--- src/rtl/sa_result_drain_if.sv ---
// Wishbone slave bus bundle for sa_result_drain.
//   wb_stb_i/wb_cyc_i/wb_we_i : strobe, cycle, write enable (master -> slave)
//   wb_sel_i                  : byte select, not used by the slave
//   wb_adr_i/wb_dat_i         : address and write data (master -> slave)
//   wb_ack_o/wb_dat_o         : registered acknowledge and read data (slave -> master)
interface sa_result_drain_if;
  logic        wb_stb_i;
  logic        wb_cyc_i;
  logic        wb_we_i;
  logic [3:0]  wb_sel_i;
  logic [31:0] wb_adr_i;
  logic [31:0] wb_dat_i;
  logic        wb_ack_o;
  logic [31:0] wb_dat_o;

  modport master (
    output wb_stb_i, wb_cyc_i, wb_we_i, wb_sel_i, wb_adr_i, wb_dat_i,
    input  wb_ack_o, wb_dat_o
  );

  modport slave (
    input  wb_stb_i, wb_cyc_i, wb_we_i, wb_sel_i, wb_adr_i, wb_dat_i,
    output wb_ack_o, wb_dat_o
  );
endinterface

--- src/rtl/sa_result_drain.sv ---
// Collects a 3x3 result tile from a skewed 3-column systolic array over five
// beats, quantises it (ReLU, arithmetic shift, 8-bit saturation) one element
// per cycle, then exposes the nine bytes as three Wishbone-readable words.
//   clk, rst            : clock, synchronous active-high reset
//   in_valid            : one pulse per array beat
//   out1, out2, out3    : signed column outputs
//   in_ready            : high while collecting
//   res_ready           : high while a quantised tile is available
//   bus                 : Wishbone slave (data word at BASE_ADDRESS, status at +4)
module sa_result_drain #(
  parameter logic [31:0] BASE_ADDRESS = 32'h3000_0010,
  parameter int unsigned OUT_SHIFT    = 4
) (
  input  logic               clk,
  input  logic               rst,
  input  logic               in_valid,
  input  logic signed [15:0] out1,
  input  logic signed [15:0] out2,
  input  logic signed [15:0] out3,
  output logic               in_ready,
  output logic               res_ready,
  sa_result_drain_if.slave   bus
);

  localparam logic [31:0] STAT_ADDRESS = BASE_ADDRESS + 32'd4;
  localparam int unsigned N_ELEM       = 9;

  typedef enum logic [1:0] {COLLECT, QUANT, READY} state_t;

  state_t             state, state_next;
  logic [2:0]         b;
  logic [3:0]         q;
  logic [1:0]         r;
  logic               ovf;
  logic signed [15:0] raw      [N_ELEM];
  logic [7:0]         res_byte [N_ELEM];

  logic        hit_data_c, hit_stat_c, bus_req_c;
  logic        abort_c, data_rd_c, stat_rd_c, ovf_set_c;
  logic [31:0] rd_word_c;
  logic        unused_c;

  // Byte select and upper write-data bits carry no meaning here.
  assign unused_c = ^{bus.wb_sel_i, bus.wb_dat_i[31:1]};

  // Bus decode; a request is taken only when no ack is pending.
  assign hit_data_c = (bus.wb_adr_i == BASE_ADDRESS);
  assign hit_stat_c = (bus.wb_adr_i == STAT_ADDRESS);
  assign bus_req_c  = bus.wb_stb_i && bus.wb_cyc_i && !bus.wb_ack_o && (hit_data_c || hit_stat_c);
  assign abort_c    = bus_req_c && bus.wb_we_i && hit_stat_c && bus.wb_dat_i[0];
  assign data_rd_c  = bus_req_c && !bus.wb_we_i && hit_data_c && (state == READY);
  assign stat_rd_c  = bus_req_c && !bus.wb_we_i && hit_stat_c;
  // A beat outside COLLECT is dropped and flagged, unless an abort swallows it.
  assign ovf_set_c  = in_valid && (state != COLLECT) && !abort_c;

  // ReLU, arithmetic shift, saturate to 8 bits.
  function automatic logic [7:0] quant(input logic signed [15:0] v);
    logic signed [15:0] s;
    logic [7:0]         res;
    s = v >>> OUT_SHIFT;
    if (v[15])                res = 8'd0;
    else if (s > 16'sd255)    res = 8'hFF;
    else                      res = s[7:0];
    return res;
  endfunction

  // Read data mux; writes return zero.
  always_comb begin
    rd_word_c = '0;
    if (!bus.wb_we_i) begin
      if (hit_stat_c) begin
        rd_word_c = {26'b0, r, 2'b0, ovf, res_ready};
      end else if (state == READY) begin
        case (r)
          2'd0:    rd_word_c = {res_byte[3], res_byte[2], res_byte[1], res_byte[0]};
          2'd1:    rd_word_c = {res_byte[7], res_byte[6], res_byte[5], res_byte[4]};
          2'd2:    rd_word_c = {24'b0, res_byte[8]};
          default: rd_word_c = '0;
        endcase
      end
    end
  end

  // State register.
  always_ff @(posedge clk) begin
    if (rst) state <= COLLECT;
    else     state <= state_next;
  end

  // Next-state logic; abort overrides every transition.
  always_comb begin
    state_next = state;
    case (state)
      COLLECT: if (in_valid && b == 3'd4)        state_next = QUANT;
      QUANT:   if (q == 4'd8)                    state_next = READY;
      READY:   if (data_rd_c && r == 2'd2)       state_next = COLLECT;
      default:                                   state_next = COLLECT;
    endcase
    if (abort_c) state_next = COLLECT;
  end

  // Datapath, counters, bus response and registered status outputs.
  always_ff @(posedge clk) begin
    if (rst) begin
      b            <= '0;
      q            <= '0;
      r            <= '0;
      ovf          <= 1'b0;
      raw          <= '{default: '0};
      res_byte     <= '{default: '0};
      in_ready     <= 1'b1;
      res_ready    <= 1'b0;
      bus.wb_ack_o <= 1'b0;
      bus.wb_dat_o <= '0;
    end else begin
      in_ready     <= (state_next == COLLECT);
      res_ready    <= (state_next == READY);
      bus.wb_ack_o <= bus_req_c;
      if (bus_req_c) bus.wb_dat_o <= rd_word_c;

      if (ovf_set_c)      ovf <= 1'b1;
      else if (stat_rd_c) ovf <= 1'b0;

      if (abort_c) begin
        b        <= '0;
        q        <= '0;
        r        <= '0;
        raw      <= '{default: '0};
        res_byte <= '{default: '0};
      end else begin
        case (state)
          COLLECT: if (in_valid) begin
            // Column k's element j appears on beat k+j (skewed array output).
            if (b <= 3'd2)                raw[4'(b)]         <= out1;
            if (b >= 3'd1 && b <= 3'd3)   raw[4'(b) + 4'd2]  <= out2;
            if (b >= 3'd2)                raw[4'(b) + 4'd4]  <= out3;
            b <= (b == 3'd4) ? 3'd0 : b + 3'd1;
          end
          QUANT: begin
            res_byte[q] <= quant(raw[q]);
            q           <= (q == 4'd8) ? 4'd0 : q + 4'd1;
          end
          READY: if (data_rd_c) begin
            if (r == 2'd2) begin
              r   <= '0;
              raw <= '{default: '0};
            end else begin
              r <= r + 2'd1;
            end
          end
          default: ;
        endcase
      end
    end
  end

endmodule

--- src/flat_wrapper.sv ---
// flat-port wrapper written by rule: the top's interface ports become plain ports
module sa_result_drain_flat 
#(
  parameter logic [31:0] BASE_ADDRESS = 32'h3000_0010,
  parameter int unsigned OUT_SHIFT    = 4
)
  (clk, rst, in_valid, out1, out2, out3, in_ready, res_ready, bus_wb_stb_i, bus_wb_cyc_i, bus_wb_we_i, bus_wb_sel_i, bus_wb_adr_i, bus_wb_dat_i, bus_wb_ack_o, bus_wb_dat_o);
  sa_result_drain_if bus_i ();
  input  logic clk;
  input  logic rst;
  input  logic in_valid;
  input  logic signed [15:0] out1;
  input  logic signed [15:0] out2;
  input  logic signed [15:0] out3;
  output logic in_ready;
  output logic res_ready;
  input wire logic [$bits(bus_i.wb_stb_i)-1:0] bus_wb_stb_i;
  input wire logic [$bits(bus_i.wb_cyc_i)-1:0] bus_wb_cyc_i;
  input wire logic [$bits(bus_i.wb_we_i)-1:0] bus_wb_we_i;
  input wire logic [$bits(bus_i.wb_sel_i)-1:0] bus_wb_sel_i;
  input wire logic [$bits(bus_i.wb_adr_i)-1:0] bus_wb_adr_i;
  input wire logic [$bits(bus_i.wb_dat_i)-1:0] bus_wb_dat_i;
  output wire logic [$bits(bus_i.wb_ack_o)-1:0] bus_wb_ack_o;
  output wire logic [$bits(bus_i.wb_dat_o)-1:0] bus_wb_dat_o;
  assign bus_i.wb_stb_i = bus_wb_stb_i;
  assign bus_i.wb_cyc_i = bus_wb_cyc_i;
  assign bus_i.wb_we_i = bus_wb_we_i;
  assign bus_i.wb_sel_i = bus_wb_sel_i;
  assign bus_i.wb_adr_i = bus_wb_adr_i;
  assign bus_i.wb_dat_i = bus_wb_dat_i;
  assign bus_wb_ack_o = bus_i.wb_ack_o;
  assign bus_wb_dat_o = bus_i.wb_dat_o;
  sa_result_drain #(.BASE_ADDRESS(BASE_ADDRESS), .OUT_SHIFT(OUT_SHIFT)) u_core (.clk(clk), .rst(rst), .in_valid(in_valid), .out1(out1), .out2(out2), .out3(out3), .in_ready(in_ready), .res_ready(res_ready), .bus(bus_i));
endmodule
--- config.mk ---
export PLATFORM = sky130hd
export DESIGN_NAME = sa_result_drain_flat
export DESIGN_NICKNAME = d
export VERILOG_FILES = /design/src/rtl/sa_result_drain_if.sv /design/src/rtl/sa_result_drain.sv /design/src/flat_wrapper.sv
export SDC_FILE = /design/constraint.sdc
export NUM_CORES = 1
export LEC_CHECK = 0
export ABC_CLOCK_PERIOD_IN_PS = 5600
export CAP_MARGIN = 20
export CELL_PAD_IN_SITES_DETAIL_PLACEMENT = 1
export CELL_PAD_IN_SITES_GLOBAL_PLACEMENT = 1
export CORE_ASPECT_RATIO = 1.25
export CORE_MARGIN = 5
export CORE_UTILIZATION = 45
export CTS_CLUSTER_SIZE = 25
export DETAILED_ROUTE_END_ITERATION = 6
export PLACE_DENSITY = 0.95
export SLEW_MARGIN = 10
export SYNTH_ARGS = -nofsm -noshare
export SYNTH_HDL_FRONTEND = slang
export SYNTH_SLANG_ARGS = --single-unit
--- constraint.sdc ---
create_clock -name clk -period 5.6 [get_ports clk]
set_clock_uncertainty 0.15 [all_clocks]
set_input_delay 1.68 -clock clk [delete_from_list [all_inputs] [get_ports clk]]
set_output_delay 1.68 -clock clk [all_outputs]
set_load 0.1 [all_outputs]
==> impl_metrics.yaml <==
logic_synthesis:
  synth-edff-count: 0
  async_flop_share_pct: 0
  syn_nets: 1643
  synth-warning-count: 0
  syn_avg_cell_area_sq_um: 7.92
  yosysUniqueCellTypes: 59
  syn-instance-count: 1507
  synth-main-ff-cell: "dfxtp_1"
  ys_seq_elements: 227
  syn_area_sq_mm: 0.0119
  seq_area_frac_synth_pct: 38.1
setup_path:
  endpoint: "u_core.raw[127]$_SDFFE_PP0P_"
  start_kind: "primary input"
  crit_type: "in -> reg"
  worstReg2RegStart: "u_core.b[2]$_SDFFE_PP0P_"
  startpoint: "bus_wb_we_i"
  crit_required_ns: 5.84
  cp-end-kind: "flip-flop"
  r2r_setup_slack_ns: 1.61
  critPathMaxFanout: 43
  crit_arrival_ns: 4.50
  reg2reg_to: "u_core.raw[6]$_SDFFE_PP0P_"
  ff2ff_path_depth: 8
power:
  power.density_mw_per_mm2: 285
  leakage_nw: 4.87
  ir_drop_v: 0.000222
cells_and_area:
  nets: 1662
  antenna_cells: 0
  fill_cells: 3133
  drive_gt1_share_pct: 9.85
  areaGrowthSynthToFinish_pct: 17.5
drt:
  dr.pass1.iters: 6
  drc: 0
  wl_microns: 45600
  dr_wl_met2_microns: 22600
  drt_iter0_drc: 1128
  avgRoutedWirePerCell_microns: 24.2
  wl_met3_microns: 3840
  wl_met1_microns: 16500
  top_layer: "met4"
  ant_nets: 0
  vias: 12645
  via_per_inst: 6.72
timing:
  rsz0062_at_grt: "no"
  worstMarginPinSlew_ns: 1.22
  period_minus_slack_ns: 4.27
  hold_viol_final: 0
  setup_viol: 0
  finalSetupTns_ns: 0
  period_share_pct: 76.2
  fmaxAchievable_ghz: 0.234
  slew-limit-headroom_pct: 18.3
  maxSlewViolCount: 0
  setup_ws_ns: 1.33
cts:
  clk_root_buffer_cell: "clkbuf_16"
  cts_tree: "done"
  insertion_delay_ns: 0.53
  cts.clk_slew.worst_paths_ns: 0.06
  post_cts_resize_count: 0
  postCtsSetupRepairBufs: 0
  cts.sinks: 227
  cts_htree_levels: 1
  cts_hold_buf: 0
  cts_inserted_buffers: 25
  clockBufferDepth: 3
placement:
  gp_congestion: 0.973
  port_buffers: 109
  post-dp-hpwl_microns: 30000
  pre_cts_ws_ns: 0.929
global_route:
  grt_pass1_vias: 13272
  grt.total_usage_pct: 29.7
  gr-total-overflow: 0
  grt_pass1_wl_microns: 71700
  antenna_found_initial: 0
  grt_max_degree: 55
run_status:
  status: "completed"
floorplan:
  row_count: 66
  die_w_microns: 156
  coreArea_sq_mm: 0.0261
  fp.dieH_microns: 192
  io_pins: 157
  dieArea_sq_mm: 0.0299
  initial_core_util_pct: 45.8
flow_run:
  cap_violations: 0
worst_hold_path:
  hold_path.class: "reg -> reg"
-- worst min-delay path by stage --
stage | depth (start not counted) | to | startpoint | slack [ns]
finish | 2 | u_core.bus.wb_dat_o[0]$_SDFFE_PP0N_ | u_core.bus.wb_dat_o[0]$_SDFFE_PP0N_ | 0.30
global route | 2 | u_core.bus.wb_dat_o[0]$_SDFFE_PP0N_ | u_core.bus.wb_dat_o[0]$_SDFFE_PP0N_ | 0.33
CTS | 2 | u_core.raw[26]$_SDFFE_PP0P_ | u_core.raw[26]$_SDFFE_PP0P_ | 0.31
detailed placement | 2 | u_core.bus.wb_dat_o[0]$_SDFFE_PP0N_ | u_core.bus.wb_dat_o[0]$_SDFFE_PP0N_ | 0.30
global placement | 2 | u_core.raw[20]$_SDFFE_PP0P_ | u_core.raw[20]$_SDFFE_PP0P_ | 0.29
floorplan | 2 | u_core.raw[20]$_SDFFE_PP0P_ | u_core.raw[20]$_SDFFE_PP0P_ | 0.28
-- where the power goes --
part	leakage, nW	switching, W	internal, W
sequential	1.83	0.0000346	0.00165
clock	0.445	0.000703	0.00110
combinational	2.59	0.000334	0.000177
total	4.87	0.00107	0.00293
-- Yosys cell counts (8+ instances only) --
library cell,number,share of area (%)
clkbuf_1,100,3.1
a22oi_1,36,2.3
o221ai_1,23,1.7
a31o_2,13,0.95
o211ai_1,66,4.1
nand3_1,82,3.4
mux2_2,30,2.8
ha_1,14,1.5
nor4_1,14,0.73
nand2b_1,16,0.84
dfxtp_1,227,38
a211oi_1,13,0.82
o21ai_2,8,0.59
nand2_1,328,10
inv_1,9,0.28
o311ai_0,9,0.66
nor2_1,56,1.8
or3_1,14,0.73
buf_4,8,0.50
buf_2,32,1.3
a222oi_1,12,1.0
a21oi_1,147,6.2
o21ai_0,28,1.2
o22ai_1,67,3.5
nor3_1,27,1.1
a21o_1,16,1.0
mux4_2,15,2.8
mux2i_1,24,2.0
-- cells by family after synthesis --
group                      share of synthesized area (%)
DFF                                                 38.1
muxes                                               7.67
buffers and inverters                               5.63
and+or+nand+nor                                     21.8
AOI/OAI and AO/OA                                   25.3
adders and majority gates                           1.47
-- flip-flops by register name, summed over array words and instances (netlist names) --
register and count:
u_core.raw 108, u_core.r 2, u_core.bus.wb_ack_o 1, u_core.bus.wb_dat_o 32
u_core.in_ready 1, u_core.state 2, u_core.ovf 1, u_core.res_ready 1
u_core.b 3, u_core.q 4, u_core.res_byte 72
-- placed cells by master, fill, tap and decap left out, drive strengths merged, types with 3 or more instances in the layout --
cell type	count
a222oi	12
mux4	15
nand2b	16
nand3	82
bufinv	4
nand2	328
a21o	16
mux2i	24
a22oi	36
dfxtp	227
o21ai	37
o22ai	67
buf	32
or2	3
nor2	56
nor4b	4
clkinv	4
ha	14
mux2	30
o211ai	66
o211a	6
or3	14
nand4	6
o31a	3
nor3	28
clkbuf	34
a211oi	13
inv	11
a21oi	148
and3	3
nor2b	7
nor4	16
o311ai	9
and2	6
nand3b	3
o221ai	23
a31o	13
clkdlybuf4s50	109
-- worst max-delay path: stages --
cell and delay (ns):
clkdlybuf4s50_1 0.42, nand4bb_1 0.32, or4b_1 0.54, nor4_2 0.51, nor2_4 0.35, buf_4 0.38
nand2_1 0.16, a21oi_1 0.09
-- routing by layer --
layer | vias up | track usage, %
met1 | 6229 | 34.8
met3 | 203 | 4.33
met5 | - | 0
met4 | 0 | 16.6
met2 | 684 | 51.8
li1 | 5529 | -
-- cell type report --
cell class                      instances  area [sq um]  area share (%)
Clock buffer                           34           729            5.20
Tap cell                              340           425            3.03
Sequential cell                       227          4540            32.4
Inverter                                9          33.8           0.241
Timing Repair Buffer                  141          1380            9.83
Multi-Input combinational cell       1122          6750            48.1
Clock inverter                         10           169            1.20
-- per-stage QoR --
step           cell area (sq um)  std cells  total power, W  hold WS, ns  utilization (%)
2_1_floorplan              11900       1507         0.00201        0.283                -
3_3_place_gp               13100       1836         0.00218        0.294             50.2
3_5_place_dp               13100       1836         0.00221        0.298             50.2
4_1_cts                    14000       1880         0.00400        0.307             53.6
5_1_grt                    14000       1883         0.00412        0.328             53.8
6_report                   14000       1883         0.00400        0.303             53.8
No activity file was read; power rests on OpenSTA's default activity.
